[src/rtl/parking_exit.sv]
// Exit-gate controller: password-checked barrier with occupancy tracking and bad-code lockout.
// All outputs are registered and respond one cycle after the inputs that cause them; there is no backpressure.
module parking_exit #(
    parameter logic [31:0] EXIT_CODE = 32'd2468,
    parameter int unsigned CAPACITY  = 10,
    parameter int unsigned TIMEOUT   = 16
) (
    input  logic        clk,
    input  logic        rst_n,
    input  logic        car,
    input  logic        f_sen,
    input  logic        b_sen,
    input  logic [31:0] psd,
    input  logic        psd_vld,
    input  logic        entry_ok,
    output logic        gate,
    output logic        e,
    output logic        alarm,
    output logic [7:0]  count,
    output logic        full,
    output logic        empty
);

    typedef enum logic [1:0] {IDLE, CHECK, OPEN, LOCK} state_t;

    localparam logic [7:0] CAP   = 8'(CAPACITY);
    localparam logic [7:0] TLAST = 8'(TIMEOUT - 1);

    state_t     state_q, state_d;
    logic [7:0] timer_q, timer_d;
    logic [7:0] count_q, count_d;
    logic [1:0] attempts_q, attempts_d;
    logic       gate_q, gate_d;
    logic       e_q, e_d;
    logic       alarm_q, alarm_d;
    logic       code_ok, code_bad, expired, exit_go;

    assign code_ok  = psd_vld && (psd == EXIT_CODE);
    assign code_bad = psd_vld && (psd != EXIT_CODE);
    assign expired  = (timer_q == TLAST);

    always_comb begin
        state_d    = state_q;
        attempts_d = attempts_q;
        alarm_d    = 1'b0;
        exit_go    = 1'b0;
        if (!car) begin
            state_d    = IDLE;
            attempts_d = 2'd0;
        end else begin
            case (state_q)
                IDLE: begin
                    if (f_sen) begin
                        if (count_q != 8'd0) begin
                            state_d    = CHECK;
                            attempts_d = 2'd0;
                        end else begin
                            alarm_d = 1'b1;
                        end
                    end
                end
                CHECK: begin
                    if (code_ok) begin
                        state_d = OPEN;
                    end else begin
                        if (code_bad) begin
                            attempts_d = attempts_q + 2'd1;
                        end
                        // A third bad code outranks a coincident timeout
                        if (code_bad && (attempts_q == 2'd2)) begin
                            state_d = LOCK;
                        end else if (expired) begin
                            state_d    = IDLE;
                            attempts_d = 2'd0;
                        end
                    end
                end
                OPEN: begin
                    if (b_sen) begin
                        state_d = IDLE;
                        exit_go = 1'b1;
                    end else if (expired) begin
                        state_d = IDLE;
                    end
                end
                LOCK:    state_d = LOCK;
                default: state_d = IDLE;
            endcase
        end

        gate_d  = (state_d == OPEN);
        alarm_d = alarm_d || (state_d == LOCK);
        e_d     = exit_go && (count_q != 8'd0);

        if (state_d != state_q) begin
            timer_d = 8'd0;
        end else if (timer_q == 8'hFF) begin
            timer_d = timer_q;
        end else begin
            timer_d = timer_q + 8'd1;
        end

        // An admission coinciding with an exit leaves occupancy unchanged
        count_d = count_q;
        if (e_d && !entry_ok) begin
            count_d = count_q - 8'd1;
        end else if (!e_d && entry_ok && (count_q < CAP)) begin
            count_d = count_q + 8'd1;
        end
    end

    always_ff @(posedge clk) begin
        if (!rst_n) begin
            state_q    <= IDLE;
            timer_q    <= 8'd0;
            count_q    <= 8'd0;
            attempts_q <= 2'd0;
            gate_q     <= 1'b0;
            e_q        <= 1'b0;
            alarm_q    <= 1'b0;
        end else begin
            state_q    <= state_d;
            timer_q    <= timer_d;
            count_q    <= count_d;
            attempts_q <= attempts_d;
            gate_q     <= gate_d;
            e_q        <= e_d;
            alarm_q    <= alarm_d;
        end
    end

    assign gate  = gate_q;
    assign e     = e_q;
    assign alarm = alarm_q;
    assign count = count_q;
    assign full  = (count_q == CAP);
    assign empty = (count_q == 8'd0);

endmodule

[config.mk]
export PLATFORM = sky130hd
export DESIGN_NAME = parking_exit
export DESIGN_NICKNAME = d
export VERILOG_FILES = /design/src/rtl/parking_exit.sv
export SDC_FILE = /design/constraint.sdc
export NUM_CORES = 1
export LEC_CHECK = 0
export BUFFER_PORTS_ARGS = -buffer_cell sky130_fd_sc_hd__buf_2
export CELL_PAD_IN_SITES_DETAIL_PLACEMENT = 1
export CELL_PAD_IN_SITES_GLOBAL_PLACEMENT = 2
export CORE_MARGIN = 2
export CORE_UTILIZATION = 29
export DETAILED_ROUTE_END_ITERATION = 12
export GPL_TIMING_DRIVEN = 1
export HOLD_SLACK_MARGIN = 0.05
export PLACE_DENSITY_LB_ADDON = 0.1
export SLEW_MARGIN = 30
export SYNTH_ARGS = -nofsm -noshare
export SYNTH_HDL_FRONTEND = slang
export SYNTH_SLANG_ARGS = --single-unit
[constraint.sdc]
create_clock -name clk -period 3 [get_ports clk]
set_input_delay 0.3 -clock clk [delete_from_list [all_inputs] [get_ports clk]]
set_output_delay 0.3 -clock clk [all_outputs]
set_load 0.05 [all_outputs]
==> qor.txt <==
post-synthesis xor/xnor area fraction: 0.0332
Hold Path Class: input port to register
CP startpoint: state_q[0]
largest family of logic cells by synthesized area: simple AND/OR/NAND/NOR gates
Post-synth ARST share: 0
Yosys cell types: 54
dpl cell area: 1930 sq um
endpoints failing hold: 0
cell area after layout: 2000 sq um
clock root buffer: clkbuf_8
fin crit period: 2750 ps
DR vias: 1616
static leakage: 0.000864 uW
vias per cell: 5.18
main area contributors after synthesis: dfxtp_1 (29%), ha_1 (6.3%), nor2_1 (5.5%), mux2i_1 (3.8%), nand3_1 (3.5%)
Final nets: 291
Critical Path Fanout Max: 7
initial drt markers: 32
hold_sp: rst_n
dpl ws: 195 ps
# port buffers: 51
Mapped Nets: 232
max-cap violation count: 0
Clock Skews: 5.94 ps
Seq/Total Area, Yosys: 0.291
cts bufs inserted: 3
syn avg cell area: 8.60 sq um
share of cells above drive strength 1: 0.314
Max Clock Freq: 363 MHz
number of global-route vias before repair: 1788
CTS Buffer Depth: 2
antenna cell count: 0
worst skew pair latency: 270 ps
first-pass detailed-route iteration total: 4
CTS tree: built
EDFF count, synth: 0
Clock Pin Slew Worst Setup and Hold Paths: 90 ps
initial core utilization: 0.306
Setup TNS Final: 0 ps
VDD IR-drop max: 161 uV
Total GRT Usage: 0.171
core footprint: 5170 sq um
Post-Synthesis Cells: 184
Die Ht: 77.8 um
final setup margin: 246 ps
Final ANT Viol Nets: 0
die outline width: 77.8 um
CP required: 3150 ps
register bit total from synthesis: 23
full die area: 6060 sq um
CP Launch Type: register
critical path capture point type: register
largest net degree at the start of global routing: 14
complex-gate fraction of the synthesized area: 0.197
H-tree depth: 1
gr ovfl total: 0
final wirelength: 4780 um
Num Clock Sinks: 23
Layout area overhead: 26.6%
Synth top area share: 0.291
Slew HR: 0.710
RSZ-0062 raised after global routing: no
pwr/cell area: 326 nW/um^2
IO Pins: 52
Slew @ Worst Pin: 426 ps
Placement Rows: 26
Hold-fix buffers, CTS: 0
Setup violations, final: 0
dpl cells: 306
Worst EP arrival: 2910 ps
fin crit share: 0.918
adder-cell share of the synthesized area: 0.0759
placer's final routability congestion estimate: 0.848
Worst R2R Start: state_q[0]
first-pass GRT wire length: 8450 um
Fillers: 627
simple-gate share of the synthesized area: 0.315
Ys Warns: 0
critical path type: register to register
HPWL Detailed: 3910 um
Synth Flop Type: dfxtp_1
Syn Std Cell Area: 1580 sq um
final cell count without fillers: 312
initial antenna violation count: 0
Yosys top cell by area: dfxtp_1
per-cell routed wire length: 15.3 um
Final Max Tran Viols: 0
drc violations: 0
outcome: complete, no violations
multiplexer share of the synthesized area: 0.0522
[critical path: stages, from the launching register on]
cell and delay (ps):
dfxtp_1 370, nand4b_1 210, a21o_1 180, or2_2 310, inv_1 180, ha_1 320, nor2b_1 160, o31a_1 270
and3_1 190, o41ai_1 330, a21oi_1 120
[per-layer routing]
layer / global-route usage / vias up / wire length [um]
met5: 0 / - / 0
met4: 0.0446 / 0 / 55
met3: 0.0279 / 6 / 212
met2: 0.302 / 35 / 2300
met1: 0.215 / 767 / 2210
li1: - / 808 / -
[per-stage QoR]
step	util	power, uW	hold slack [ps]
2_1_floorplan	-	404	422
3_3_place_gp	0.373	451	446
3_5_place_dp	0.373	457	468
4_1_cts	0.382	657	302
5_1_grt	0.387	700	305
6_report	0.387	654	313
[final cells by class]
type                       count  area [sq um]  area share
multi-input combinational    148          1070       0.536
tap                           70          87.6      0.0438
sequential                    23           464       0.232
clock buffer                   3          41.3      0.0206
timing repair buffer          55           285       0.143
clock inverter                 1          5.00     0.00250
inverter                      12          45.0      0.0225
[report_power, final]
part	switching [uW]	total (uW)	internal, uW
Sequential	12.0	327	315
Clock	108	201	92.9
Combinational	73.1	126	52.5
[cells in the final DEF, fill, tap and decap left out, drive strengths merged, types with 3 or more instances in the layout]
master,synthesis,final
buf,1,55
nor2,23,23
dfxtp,23,23
inv,11,11
nand3,11,11
nand2,9,9
a21oi,8,8
ha,8,8
o21ai,7,7
mux2i,7,7
nor4,7,7
a211oi,5,5
nor3,5,5
and3,5,5
nor4b,4,4
xnor2,4,4
nand4,3,3
clkbuf,0,3
and2,3,3
o211ai,3,3
[synthesized netlist by cell type (2+ instances only)]
library cell	number
a211oi_1	5
a21oi_1	8
a31oi_1	2
and2_1	2
and3_1	4
and4_2	2
dfxtp_1	23
ha_1	8
inv_1	11
mux2i_1	6
nand2_1	9
nand3_1	11
nand4_1	3
nor2_1	23
nor2b_1	2
nor3_1	5
nor4_1	5
nor4b_1	4
o2111ai_1	2
o211ai_1	2
o21ai_0	7
o21bai_1	2
o31a_1	2
or3b_1	2
xnor2_1	4
xor2_1	2
[final timing paths]
path	end	slack, ps	cells past startpoint
worst min register to register	attempts_q[1]	470	2
worst max-delay path	count[6]	250	10
worst max register to register	count[6]	250	10
worst min-delay path	state_q[0]	310	2
[flip-flops by register name, indices dropped and copies added (netlist names)]
register and flops:
e 1, gate 1, timer_q 8, attempts_q 2
alarm 1, count 8, state_q 2
[cells by family (layout without fill, tap and decap cells)]
kind of cell,after synthesis,count (layout)
AND/OR/NAND/NOR,85,85
AO/OA/AOI/OAI,41,41
flip-flops,23,23
buffers and inverters,13,71
adder cells (fa/ha/maj),9,9
multiplexers,7,7
XOR/XNOR,6,6
[what timing repair did]
action | in CTS | in global routing
setup buffers | 0 | 2
resized for setup | 0 | 4
setup endpoints to repair | 0 | 1
No activity file was read; power rests on OpenSTA's default activity.
